### config.mk
export PLATFORM = sky130hd
export DESIGN_NAME = inst_fetch
export DESIGN_NICKNAME = d
export VERILOG_FILES = /design/src/rtl/inst_fetch.sv
export SDC_FILE = /design/constraint.sdc
export NUM_CORES = 1
export LEC_CHECK = 0
export CAP_MARGIN = 20
export CORE_UTILIZATION = 47
export CTS_CLUSTER_DIAMETER = 150
export DETAILED_ROUTE_END_ITERATION = 7
export PLACE_DENSITY = 0.76
export SLEW_MARGIN = 20
export SYNTH_ARGS = -nofsm -noshare
export SYNTH_HDL_FRONTEND = slang
export SYNTH_SLANG_ARGS = --single-unit
### constraint.sdc
create_clock -name CLK -period 2.38 [get_ports CLK]
set_input_delay 0.476 -clock CLK [delete_from_list [all_inputs] [get_ports CLK]]
set_output_delay 0.476 -clock CLK [all_outputs]
set_load 0.02 [all_outputs]
### src/rtl/inst_fetch.sv
// Instruction fetch unit: owns the PC, drives the ROM address, registers each
// returned instruction and sequences start / branch redirect / halt.
module inst_fetch #(
    parameter int              AW         = 11,
    parameter int              IW         = 9,
    parameter logic [AW-1:0]   START_ADDR = '0
) (
    input  logic          CLK,
    input  logic          Reset,
    input  logic          Start,
    input  logic          Stall,
    input  logic          BranchEn,
    input  logic          BranchAbs,
    input  logic [AW-1:0] Target,
    input  logic [7:0]    Offset,
    input  logic          HaltReq,
    output logic [AW-1:0] InstAddress,
    input  logic [IW-1:0] InstIn,
    output logic [IW-1:0] Instr,
    output logic          InstrValid,
    output logic [AW-1:0] InstrPC,
    output logic          Running,
    output logic          Done,
    output logic [15:0]   CycleCount
);

    typedef enum logic [1:0] {
        IDLE = 2'd0,
        RUN  = 2'd1,
        DONE = 2'd2
    } state_t;

    state_t          state_q, state_d;
    logic [AW-1:0]   pc_q, pc_d;
    logic [IW-1:0]   instr_q, instr_d;
    logic            vld_q, vld_d;
    logic [AW-1:0]   ipc_q, ipc_d;
    logic [15:0]     cnt_q, cnt_d;
    logic [AW-1:0]   off_ext;

    // Relative targets are taken from the branch's own address, not the PC.
    assign off_ext = {{(AW-8){Offset[7]}}, Offset};

    always_ff @(posedge CLK) begin
        if (Reset) begin
            state_q <= IDLE;
            pc_q    <= START_ADDR;
            instr_q <= '0;
            vld_q   <= 1'b0;
            ipc_q   <= '0;
            cnt_q   <= '0;
        end else begin
            state_q <= state_d;
            pc_q    <= pc_d;
            instr_q <= instr_d;
            vld_q   <= vld_d;
            ipc_q   <= ipc_d;
            cnt_q   <= cnt_d;
        end
    end

    always_comb begin
        state_d = state_q;
        pc_d    = pc_q;
        instr_d = instr_q;
        vld_d   = vld_q;
        ipc_d   = ipc_q;
        cnt_d   = cnt_q;
        case (state_q)
            RUN: begin
                cnt_d = (cnt_q == 16'hFFFF) ? cnt_q : cnt_q + 16'd1;
                if (Stall) begin
                    // Stall wins over branch/halt; only the cycle counter moves.
                end else if (HaltReq && vld_q) begin
                    state_d = DONE;
                    vld_d   = 1'b0;
                end else if (BranchEn && vld_q) begin
                    pc_d  = BranchAbs ? Target : ipc_q + off_ext;
                    vld_d = 1'b0;
                end else begin
                    instr_d = InstIn;
                    ipc_d   = pc_q;
                    vld_d   = 1'b1;
                    pc_d    = pc_q + {{(AW-1){1'b0}}, 1'b1};
                end
            end
            default: begin
                vld_d = 1'b0;
                if (Start) begin
                    pc_d    = START_ADDR;
                    cnt_d   = '0;
                    state_d = RUN;
                end
            end
        endcase
    end

    assign InstAddress = pc_q;
    assign Instr       = instr_q;
    assign InstrValid  = vld_q;
    assign InstrPC     = ipc_q;
    assign Running     = (state_q == RUN);
    assign Done        = (state_q == DONE);
    assign CycleCount  = cnt_q;

endmodule
==> impl_metrics.json, run 1 <==
{
  "outcome": "finished clean",
  "core_sq_um": 6060,
  "dieHeight_um": 82.3,
  "total_power_mw": 1.79,
  "synth_warnings": 0,
  "grt_pass1_vias": 3052,
  "min_path_cells": 2,
  "start_util": 0.500,
  "post-synth-top-count-cell": "nand2_1",
  "finalSetupViolCount": 0,
  "antenna_found_initial": 0,
  "grt_max_degree": 24,
  "grt_pass1_wl_um": 14700,
  "cellPowerDensity_nw_per_um2": 417,
  "diodes": 0,
  "layout-drive-gt1-share": 0.132,
  "fillerInstances": 482,
  "postLayoutCoreUtil": 0.709,
  "combinationalPowerShare": 0.171,
  "synth-seq-cells": 50,
  "cp.required_ns": 2.61,
  "drt-initial-drc-count": 252,
  "ir_worst_vdd_uv": 313,
  "synth_cell_types": 64,
  "crit_type": "in -> reg",
  "reg2reg_to": "InstAddress[10]$_SDFFE_PP0P_",
  "critPathTopFamily": "compound AO/OA/AOI/OAI gates",
  "syn2layout_area_growth_pct": 41.7,
  "dieArea_sq_um": 6780,
  "netSwitchingFraction": 0.256,
  "drc_errors": 0,
  "avgViaCountPerCell": 5.92,
  "max_clock_freq_mhz": 433,
  "hp-start": "Instr[5]$_SDFFE_PP0P_",
  "path_clk_slew_ns": 0.09,
  "p_int_mw": 1.33,
  "cp_cell_sequence": "clkdlybuf4s50_1 -> ha_2 -> fa_2 -> a21o_1 -> a221oi_4 -> buf_6 -> o311ai_4 -> xnor2_1 -> a211oi_1",
  "routed_wl_um": 9170,
  "power.leakage_nw": 1.58,
  "tightest_slew_ns": 0.576,
  "p_clk_frac": 0.348,
  "nets": 541,
  "finClkSkew_ns": 0.00496,
  "netlist_area_sq_um": 3030,
  "maxCapViolCount": 0,
  "clk_latency_ns": 0.30,
  "slowest_stage": "clkdlybuf4s50_1",
  "crit_path_max_incr_delay_ns": 0.41,
  "async_flop_share": 0,
  "r2r_slack_ns": 0.32,
  "grtUsageTotal": 0.283,
  "netlist_top_cells_count": "nand2_1, dfxtp_1, a21oi_1",
  "std_cell_rows": 28,
  "postCtsSetupBuffers": 0,
  "crit_path_start_kind": "input port",
  "place_congestion": 0.960,
  "cp_max_fo": 3,
  "synth-seq-area-share": 0.330,
  "fin_crit_ns": 2.31,
  "post-place-ws_ns": -0.350,
  "synth_area_leader_cell": "dfxtp_1",
  "synth_edf_count": 0,
  "syn_area_per_cell_sq_um": 7.92,
  "netlist_top_cells_area": "dfxtp_1, nand2_1, a21oi_1, ha_1, nand3_1",
  "fin_ws_ns": 0.0692,
  "postRouteAntennaNets": 0,
  "synth_top_area_frac": 0.330,
  "cp-startpoint": "Offset[0]",
  "cts_tree": "built",
  "post_drt_wl_per_cell_um": 16.1,
  "timing.rr.start": "InstrPC[0]$_SDFFE_PP0P_",
  "cts_buffer_depth": 2,
  "first_pass_iters": 5,
  "critPathBufInv": 2,
  "fin_crit_sh": 0.971,
  "hold_path_class": "reg -> reg",
  "ff_latch_area_sq_um": 1000,
  "cp.arrival_ns": 2.54,
  "p_seq_frac": 0.480,
  "ios": 85,
  "cts_root_buf": "clkbuf_8",
  "die_w_um": 82.3,
  "grt_overflow_total": 0,
  "endpoint_kind": "flip-flop",
  "hold_viol": 0,
  "multi_input_area_sq_um": 1920,
  "num_vias": 3362,
  "drv_slew": 0,
  "h-tree-depth": 2,
  "dpl_cell_area_sq_um": 4170,
  "switchingPower_mw": 0.459,
  "synth_fp_nets": 431,
  "slew_headroom": 0.616,
  "numCtsBuffers": 5,
  "rsz0062_at_grt": "no",
  "ys.flop_type": "dfxtp_1",
  "clkSinkCount": 50,
  "synthCells": 383,
  "port_buffers": 84,
  "hpwl_um": 6920,
  "r2r_cells": 8,
  "fin_area_sq_um": 4300,
  "holdPathEnd": "Instr[5]$_SDFFE_PP0P_"
}
## final cells by class
class / count / area share
repair buffers: 121 / 0.264
inverters: 10 / 0.00874
flip-flops and latches: 50 / 0.233
well taps: 75 / 0.0218
clock inverters: 1 / 0.00699
clock buffers: 6 / 0.0192
multi-input cells: 305 / 0.446
## cells by family (layout without fill, tap and decap cells)
logic type / Yosys count / after routing / synth area share
AND/OR/NAND/NOR: 166 / 166 / 0.274
AO/OA/AOI/OAI: 107 / 107 / 0.240
flip-flops: 50 / 50 / 0.330
buffers and inverters: 28 / 138 / 0.0413
adder cells (fa/ha/maj): 13 / 13 / 0.0561
XOR/XNOR: 12 / 12 / 0.0347
multiplexers: 7 / 7 / 0.0239
## worst min-delay path, delay by kind of cell (launching register included)
family           cells  cell delay, ns
AO/OA/AOI/OAI        1            0.05
flip-flops           1            0.32
AND/OR/NAND/NOR      1            0.05
## flip-flops by register name, summed over array words and instances (netlist names)
register and flops:
Instr 9, InstrValid 1, InstAddress 11, InstrPC 11
CycleCount 16, state_q 2
## routing by layer
metal	vias to the layer above	GRT usage	wire, um
li1	1627	-	-
met1	1567	0.374	4030
met2	158	0.475	4300
met3	10	0.0571	748
met4	0	0.0579	95
met5	-	0	0
## worst max path at each step
| stage | to | cells past startpoint |
|---|---|---|
| 6_report | InstAddress[10]$_SDFFE_PP0P_ | 9 |
| 5_1_grt | InstAddress[10]$_SDFFE_PP0P_ | 9 |
| 4_1_cts | InstAddress[10]$_SDFFE_PP0P_ | 9 |
| 3_5_place_dp | InstAddress[10]$_SDFFE_PP0P_ | 9 |
| 3_3_place_gp | InstAddress[10]$_SDFFE_PP0P_ | 9 |
| 2_1_floorplan | InstAddress[6]$_SDFFE_PP0P_ | 7 |
## power groups by stage
stage | combinational (mW) | clock, mW | sequential, mW
2_1_floorplan | 0.132 | 0 | 0.892
3_3_place_gp | 0.298 | 0 | 0.879
3_5_place_dp | 0.303 | 0 | 0.880
4_1_cts | 0.305 | 0.632 | 0.860
5_1_grt | 0.332 | 0.659 | 0.862
6_report | 0.307 | 0.624 | 0.860
## layout by cell type (no fill, tap or decap), drive strengths merged, types with 5 or more instances in the layout
cell type	n
xnor2	9
nor4	5
mux2i	5
nor3	9
clkbuf	6
a211oi	8
nand4	9
or3	5
nor2	25
ha	12
a21o	5
nand2	72
dfxtp	50
clkdlybuf4s50	84
o21ai	19
inv	9
a21oi	41
nand3	18
buf	37
## stage by stage
| stage | hold WS (ns) | setup TNS [ns] | cells |
|---|---|---|---|
| final | 0.461 | 0 | 568 |
| after global routing | 0.492 | 0 | 568 |
| after CTS | 0.461 | 0 | 568 |
| after detailed placement | 0.449 | -1.47 | 561 |
| after global placement | 0.441 | -1.07 | 561 |
| after floorplan | 0.466 | 0 | 383 |
## repair_timing
action | in CTS | in global routing
hold buffers | 0 | 0
endpoints found under the setup margin | 1 | 4
gates resized for setup | 2 | 2
pin swaps | 2 | 4
Power figures use the tool's default switching activity.
==> inputs of run 2 (changes only) <==
--- a/config.mk
+++ b/config.mk
@@ -6,6 +6,7 @@
 export NUM_CORES = 1
 export LEC_CHECK = 0
 export CAP_MARGIN = 20
+export CORE_MARGIN = 5
 export CORE_UTILIZATION = 47
 export CTS_CLUSTER_DIAMETER = 150
 export DETAILED_ROUTE_END_ITERATION = 7
==> run 2 against run 1 <==
Against the previous run: routed wire length up 1.9%; cell count unchanged; via count down 1.5%; sequential cell count unchanged; sequential share of layout area up 0.24 points; final area down 1.0%; power down 6.8%; clock skew up 0.0051 ns; die area up 20%; clock power down 19%; first-iteration DRC count up 29%; non-clock buffer count down 2; largest power group unchanged.
==> impl_metrics.json, run 2 (synthesis gave the netlist of run 1 again) <==
{
  "crit_path_start_kind": "input port",
  "diodes": 0,
  "postRouteAntennaNets": 0,
  "hold_viol": 0,
  "ir_worst_vdd_uv": 270,
  "grt_overflow_total": 0,
  "reg2reg_to": "InstAddress[10]$_SDFFE_PP0P_",
  "holdBufCountCts": 0,
  "rsz0062_at_grt": "yes",
  "finalSetupViolCount": 0,
  "drt-initial-drc-count": 324,
  "slew_headroom": 0.658,
  "cp.arrival_ns": 2.50,
  "core_sq_um": 6310,
  "grt_pass1_wl_um": 15100,
  "fin_crit_sh": 0.952,
  "fillerInstances": 555,
  "tightest_slew_ns": 0.513,
  "cp.required_ns": 2.61,
  "cts_buffer_depth": 2,
  "tns_ns": 0,
  "largest_reg_flops": 16,
  "avgViaCountPerCell": 5.83,
  "fin_crit_ns": 2.27,
  "drc_errors": 0,
  "cts_tree": "built",
  "first_pass_iters": 6,
  "hpwl_um": 7030,
  "ios": 85,
  "r2r_cells": 8,
  "maxCapViolCount": 0,
  "layout_commonest_cell": "clkdlybuf4s50_1",
  "dr.max_layer_used": "met4",
  "syn2layout_area_growth_pct": 40.2,
  "routed_wl_um": 9350,
  "layout-drive-gt1-share": 0.128,
  "wl_met1_um": 4180,
  "path_clk_slew_ns": 0.10,
  "hold_path_class": "reg -> reg",
  "dieHeight_um": 90.3,
  "cp_max_fo": 3,
  "antenna_found_initial": 0,
  "post-place-ws_ns": -0.347,
  "max_clock_freq_mhz": 441,
  "wl_met2_um": 4260,
  "std_cell_rows": 29,
  "h-tree-depth": 2,
  "dieArea_sq_um": 8160,
  "grtUsageTotal": 0.220,
  "clkSinkCount": 50,
  "grt_pass1_vias": 3025,
  "port_buffers": 84,
  "timing.rr.start": "InstrPC[0]$_SDFFE_PP0P_",
  "drv_slew": 0,
  "grt_max_degree": 24,
  "cp-endpoint": "InstAddress[10]$_SDFFE_PP0P_",
  "num_vias": 3312,
  "clk_latency_ns": 0.31,
  "outcome": "finished clean",
  "start_util": 0.480,
  "place_congestion": 0.965,
  "cts_root_buf": "clkbuf_8",
  "route.met3.wl_um": 688,
  "post_drt_wl_per_cell_um": 16.5,
  "numCtsBuffers": 5,
  "postLayoutCoreUtil": 0.673,
  "r2r_slack_ns": 0.35,
  "power.leakage_nw": 1.56,
  "endpoint_kind": "flip-flop",
  "crit_type": "in -> reg",
  "fin_ws_ns": 0.114,
  "cellPowerDensity_nw_per_um2": 392,
  "final_cell_mix": "clkdlybuf4s50_1, nand2_1, dfxtp_1",
  "nets": 539,
  "finClkSkew_ns": 0.0101,
  "cp-startpoint": "Offset[0]",
  "die_w_um": 90.3
}
-- run 2: cell types whose count changed in the layout (fill, tap and decap cells not counted), sizes merged --
| cell | previous run | this run |
|---|---|---|
| buf | 37 | 35 |
| inv | 9 | 10 |
| clkinv | 1 | 2 |
| clkbuf | 6 | 5 |
| bufinv | 1 | 0 |
-- run 2: cell type report --
class / count / area [sq um] / area share
multi-input combinational: 305 / 1910 / 0.450
tap: 77 / 96.3 / 0.0227
sequential: 50 / 1000 / 0.235
clock inverter: 2 / 13.8 / 0.00324
inverter: 10 / 37.5 / 0.00883
clock buffer: 5 / 68.8 / 0.0162
timing repair buffer: 119 / 1120 / 0.263
-- run 2: timing repair --
action | 4_1_cts | 5_1_grt
pin swaps | 2 | 2
endpoints found under the setup margin | 1 | 3
setup buffers | 1 | 0
resized for setup | 2 | 2
-- run 2: through the flow --
stage | hold WS, ns | total power, mW | cell area (sq um) | instances
3_3_place_gp | 0.442 | 1.18 | 4150 | 560
2_1_floorplan | 0.466 | 1.02 | 3030 | 383
3_5_place_dp | 0.448 | 1.18 | 4150 | 560
5_1_grt | 0.487 | 1.74 | 4250 | 568
6_report | 0.458 | 1.67 | 4250 | 568
4_1_cts | 0.462 | 1.68 | 4250 | 568
-- run 2: metal layers --
layer / vias to the layer above / track usage
met4: 0 / 0.0484
met2: 145 / 0.346
met3: 22 / 0.0408
met1: 1521 / 0.313
li1: 1624 / -
met5: - / 0
-- run 2: worst min-delay path by stage --
stage,startpoint,endpoint,slack (ns),cells after the start
finish,Instr[4]$_SDFFE_PP0P_,Instr[4]$_SDFFE_PP0P_,0.46,2
global route,Instr[6]$_SDFFE_PP0P_,Instr[6]$_SDFFE_PP0P_,0.49,2
CTS,Instr[8]$_SDFFE_PP0P_,Instr[8]$_SDFFE_PP0P_,0.46,2
detailed placement,Instr[8]$_SDFFE_PP0P_,Instr[8]$_SDFFE_PP0P_,0.45,2
global placement,Instr[1]$_SDFFE_PP0P_,Instr[1]$_SDFFE_PP0P_,0.44,2
floorplan,state_q[1]$_SDFFE_PP0P_,state_q[1]$_SDFFE_PP0P_,0.47,2
-- run 2: worst max-delay path, cell delays in order --
cell,delay [ns]
clkdlybuf4s50_1,0.41
ha_2,0.21
fa_2,0.34
a21o_1,0.20
a221oi_4,0.29
buf_6,0.16
o311ai_4,0.09
xnor2_1,0.14
a211oi_1,0.19
-- run 2: where the power goes --
group          total (mW)  internal (mW)  switching (mW)
registers           0.860          0.849          0.0115
clock network       0.504          0.204           0.300
logic               0.304          0.146           0.159
